$ cat src/rtl/btn_pkg.sv
// Shared types and helpers for the button press decoder.
// The state enum is common to all channels; the width helper sizes the tick counter.
package btn_pkg;

    typedef enum logic [1:0] {
        IDLE,
        PRESSED,
        HELD
    } btn_state_t;

    // Smallest unsigned width that can hold the larger of the two tick thresholds.
    function automatic int cnt_width(input int long_ticks, input int repeat_ticks);
        int m;
        m = (long_ticks > repeat_ticks) ? long_ticks : repeat_ticks;
        return $clog2(m + 1);
    endfunction

endpackage

$ cat src/rtl/btn_press_fsm.sv
// One button channel: classifies a debounced level into short, long and repeat pulses.
// A channel only arms after it has seen the button released, so a button held through reset stays silent.
module btn_press_fsm
    import btn_pkg::*;
#(
    parameter int LONG_PRESS_TICKS = 500,
    parameter int REPEAT_TICKS     = 100
) (
    input  logic clk,
    input  logic rst,
    input  logic en,
    input  logic btn,
    output logic pressed,
    output logic short_pulse,
    output logic long_pulse,
    output logic repeat_pulse
);

    localparam int CW = cnt_width(LONG_PRESS_TICKS, REPEAT_TICKS);
    localparam logic [CW-1:0] LONG_LAST = CW'(LONG_PRESS_TICKS - 1);
    localparam logic [CW-1:0] REP_LAST  = (REPEAT_TICKS > 0) ? CW'(REPEAT_TICKS - 1) : '0;

    btn_state_t    state;
    logic [CW-1:0] cnt;
    logic          armed;

    always_ff @(posedge clk) begin
        if (rst) begin
            state        <= IDLE;
            cnt          <= '0;
            armed        <= 1'b0;
            pressed      <= 1'b0;
            short_pulse  <= 1'b0;
            long_pulse   <= 1'b0;
            repeat_pulse <= 1'b0;
        end else begin
            // NOTE: pulses default low every cycle so each one lasts exactly one clk; all state uses <=.
            short_pulse  <= 1'b0;
            long_pulse   <= 1'b0;
            repeat_pulse <= 1'b0;
            if (!btn) begin
                armed <= 1'b1;
            end

            case (state)
                IDLE: begin
                    if (btn && armed) begin
                        state   <= PRESSED;
                        cnt     <= '0;
                        pressed <= 1'b1;
                    end
                end

                PRESSED: begin
                    if (!btn) begin
                        state       <= IDLE;
                        pressed     <= 1'b0;
                        short_pulse <= 1'b1;
                    end else if (en) begin
                        if (cnt == LONG_LAST) begin
                            state      <= HELD;
                            cnt        <= '0;
                            long_pulse <= 1'b1;
                        end else begin
                            cnt <= cnt + CW'(1);
                        end
                    end
                end

                HELD: begin
                    // Release wins over a coincident tick, so no repeat on the way out.
                    if (!btn) begin
                        state   <= IDLE;
                        pressed <= 1'b0;
                    end else if (en && (REPEAT_TICKS > 0)) begin
                        if (cnt == REP_LAST) begin
                            cnt          <= '0;
                            repeat_pulse <= 1'b1;
                        end else begin
                            cnt <= cnt + CW'(1);
                        end
                    end
                end

                default: begin
                    state   <= IDLE;
                    pressed <= 1'b0;
                end
            endcase
        end
    end

endmodule

$ cat src/rtl/btn_press_decoder.sv
// Multi-channel button event decoder: DW independent copies of the single-channel FSM.
// All channels share the 500 Hz enable tick; there is no cross-channel logic.
module btn_press_decoder
    import btn_pkg::*;
#(
    parameter int DW               = 2,
    parameter int LONG_PRESS_TICKS = 500,
    parameter int REPEAT_TICKS     = 100
) (
    input  logic          clk,
    input  logic          rst,
    input  logic          en_i,
    input  logic [DW-1:0] btn_i,
    output logic [DW-1:0] pressed_o,
    output logic [DW-1:0] short_o,
    output logic [DW-1:0] long_o,
    output logic [DW-1:0] repeat_o
);

    for (genvar g = 0; g < DW; g++) begin : g_ch
        btn_press_fsm #(
            .LONG_PRESS_TICKS(LONG_PRESS_TICKS),
            .REPEAT_TICKS    (REPEAT_TICKS)
        ) u_fsm (
            .clk         (clk),
            .rst         (rst),
            .en          (en_i),
            .btn         (btn_i[g]),
            .pressed     (pressed_o[g]),
            .short_pulse (short_o[g]),
            .long_pulse  (long_o[g]),
            .repeat_pulse(repeat_o[g])
        );
    end

endmodule

$ cat config.mk
export PLATFORM = sky130hd
export DESIGN_NAME = btn_press_decoder
export DESIGN_NICKNAME = d
export VERILOG_FILES = /design/src/rtl/btn_pkg.sv /design/src/rtl/btn_press_fsm.sv /design/src/rtl/btn_press_decoder.sv
export SDC_FILE = /design/constraint.sdc
export NUM_CORES = 1
export LEC_CHECK = 0
export BUFFER_PORTS_ARGS = -buffer_cell sky130_fd_sc_hd__clkbuf_2
export CAP_MARGIN = 20
export CORE_MARGIN = 5
export CORE_UTILIZATION = 25
export DETAILED_ROUTE_END_ITERATION = 16
export SYNTH_ARGS = -nofsm -noshare
export SYNTH_HDL_FRONTEND = slang
export SYNTH_SLANG_ARGS = --single-unit
$ cat constraint.sdc
create_clock -name clk -period 5.3 [get_ports clk]
set_input_delay 1.325 -clock clk [delete_from_list [all_inputs] [get_ports clk]]
set_output_delay 1.325 -clock clk [all_outputs]
set_load 0.02 [all_outputs]
==> results.txt <==
status = finished, final reports clean
Final #Nets = 242
DR DRC count = 0
CTS sink count = 32
HPWL after DPL = 2.71 mm
Final min period = 2.47 ns
CTS tree = done
iteration-0 DRC count of the detailed router = 99
grt ovf = 0
CTS max path bufs = 2
largest net degree at the start of global routing = 28
Gate Count Post-Synth = 226
RePlAce Congestion = 0.806
RR Endpoint = g_ch[0].u_fsm.cnt[8]
fin crit share = 46.6%
Power Dens Cells = 288 mW/mm²
Unique masters post-synth = 47
worst endpoint required time = 5.51 ns
worst slew pin tran = 0.759 ns
Yosys reg bits = 32
post-route ant nets = 0
clk_skew = 0.00583 ns
vias per cell = 4.76
row count = 30
Comb power frac = 15.1%
Finished Core Util = 28.6%
area leader, netlist = dfxtp_1
vias in the first global route = 1,422
CP Launch Point = btn_i[1]
PostCTS Resize Cnt = 0
R2R depth = 7
r2r setup slk = 3.13 ns
final setup fails = 0
dominant synthesized flop cell = dfxtp_1
Net Sw Frac = 26.6%
number of setup buffers added after CTS = 0
Critical Path End Type = flip-flop
internal power = 417 µW
Leak = 0.713 nW
final hold slack = 0.451 ns
I/O Buffers = 12
Ys Warns = 0
PnR Total Power = 567 µW
CTS Root Cell = clkbuf_8
proportion of power drawn by the clock network = 40.4%
Reg clk slew, reported paths = 0.07 ns
mapped cell area = 0.00180 mm²
Post-synth EDFFs = 0
total CTS buffers = 5
DIE AREA = 0.00898 mm²
Sw Pwr = 151 µW
CTS Hold Bufs = 0
Worst Hold End = g_ch[0].u_fsm.pressed
RSZ-0062 raised after global routing = false
antenna violations before repair = 0
CP Max Fanout = 12
f_max = 405 MHz
Die H = 94.7 µm
commonest non-fill, non-tap cell in the layout = dfxtp_1
Final Slew Violations = 0
top cells by area, synth = dfxtp_1 36%, ha_1 6.3%, nand2_1 6.1%
post-synth top area share = 35.7%
Inserted Diodes = 0
drt first pass iters = 5
Die W = 94.7 µm
worst setup margin = 2.83 ns
Worst IR Drop VDD = 0.0871 mV
Top Ports = 13
Syn Area/Cell = 7.94 µm²
share of layout cells above drive strength 1 = 9.61%
routed len/inst = 11.6 µm
Starting Density = 26.0%
htree depth = 2
Crit Path Class = input port to flip-flop
post-route design area = 0.00197 mm²
synthesized net count = 240
register share of total power = 44.5%
final hold violations = 0
asr flop ratio synth = 0%
Hold Crit Class = flip-flop to flip-flop
Vias = 1,546
Max-Cap Viols = 0
crit path launch type = input port
WL final = 3.79 mm
Placed Cells = 317
first-pass GRT wire length = 6.41 mm
r2r startpoint = g_ch[0].u_fsm.state[0]
Slew HR = 49.0%
core area = 0.00691 mm²
GRT Util Overall = 8.90%
area delta synth->final = 9.83%
most frequent cells in the layout = 32 x dfxtp_1, 29 x nand2_1, 21 x nand3_1
worst slack at placement = 2.54 ns
Seq/Total Area, Yosys = 35.7%
Worst Hold Launch = g_ch[0].u_fsm.pressed
Post-DP Area = 0.00186 mm²
arrival time worst endpoint = 2.68 ns
Worst-Skew Late Latency = 0.28 ns
Final Non-Filler Cells = 325
Worst Hold Path Cells = 2
TNS Setup = 0 ns
cells by family after synthesis:
family | share of synthesized area (%)
adders and majority gates | 6.27
DFF | 35.7
buffers and inverters | 8.71
and+or+nand+nor | 29.7
muxes | 1.12
AOI/OAI and AO/OA | 18.5
power groups by stage:
| stage | combinational (mW) | clock [mW] | sequential (mW) |
|---|---|---|---|
| finish | 0.0859 | 0.229 | 0.252 |
| global route | 0.0959 | 0.246 | 0.253 |
| CTS | 0.0859 | 0.236 | 0.252 |
| detailed placement | 0.0849 | 0 | 0.258 |
| global placement | 0.0845 | 0 | 0.257 |
| floorplan | 0.0703 | 0 | 0.256 |
cell usage after synthesis (3+ instances only):
library cell,instances
nand2b_1,4
inv_1,12
dfxtp_1,32
o21ai_1,8
clkbuf_1,5
nor3b_1,3
buf_4,8
nand2_1,29
and3_1,7
and4_1,3
nand3_1,21
a21oi_1,14
ha_1,9
nor3_1,6
nand4b_1,3
nor4_1,3
a31oi_1,8
nor2_1,12
final cells by class:
class	instances	area, µm²
Fill cell	740	4930
Multi-Input combinational cell	165	998
Sequential cell	32	641
Tap cell	96	120
Clock buffer	6	72.6
Timing Repair Buffer	12	60.1
Inverter	12	45.0
Clock inverter	2	35.0
worst max-delay path, cell delays in order:
cell	delay, ns
clkbuf_2	0.17
a21boi_1	0.12
or3_1	0.55
nor4_1	0.33
o21ai_1	0.08
o21ai_0	0.08
state kept, by name (all words and copies together) (netlist names):
| register | flops |
|---|---|
| g_ch.u_fsm.repeat_pulse | 2 |
| g_ch.u_fsm.pressed | 2 |
| g_ch.u_fsm.state | 4 |
| g_ch.u_fsm.long_pulse | 2 |
| g_ch.u_fsm.short_pulse | 2 |
| g_ch.u_fsm.cnt | 18 |
| g_ch.u_fsm.armed | 2 |
worst max-delay path by stage:
stage	to	depth (start not counted)
2_1_floorplan	g_ch[1].u_fsm.cnt[6]	7
3_3_place_gp	g_ch[1].u_fsm.cnt[5]	6
3_5_place_dp	g_ch[1].u_fsm.cnt[8]	6
4_1_cts	g_ch[1].u_fsm.cnt[8]	6
5_1_grt	g_ch[1].u_fsm.cnt[8]	6
6_report	g_ch[1].u_fsm.cnt[8]	6
routing by layer:
layer  wire, µm  vias to the layer above  share of wire (%)  GRT usage [%]
met4         64                        0                1.7           4.21
met2       1700                       20                 45           14.2
met1       1920                      715                 51           11.4
met3        107                        4                2.8           1.83
li1           -                      807                  -              -
met5          0                        -                  0              0
No activity file was read; power rests on OpenSTA's default activity.
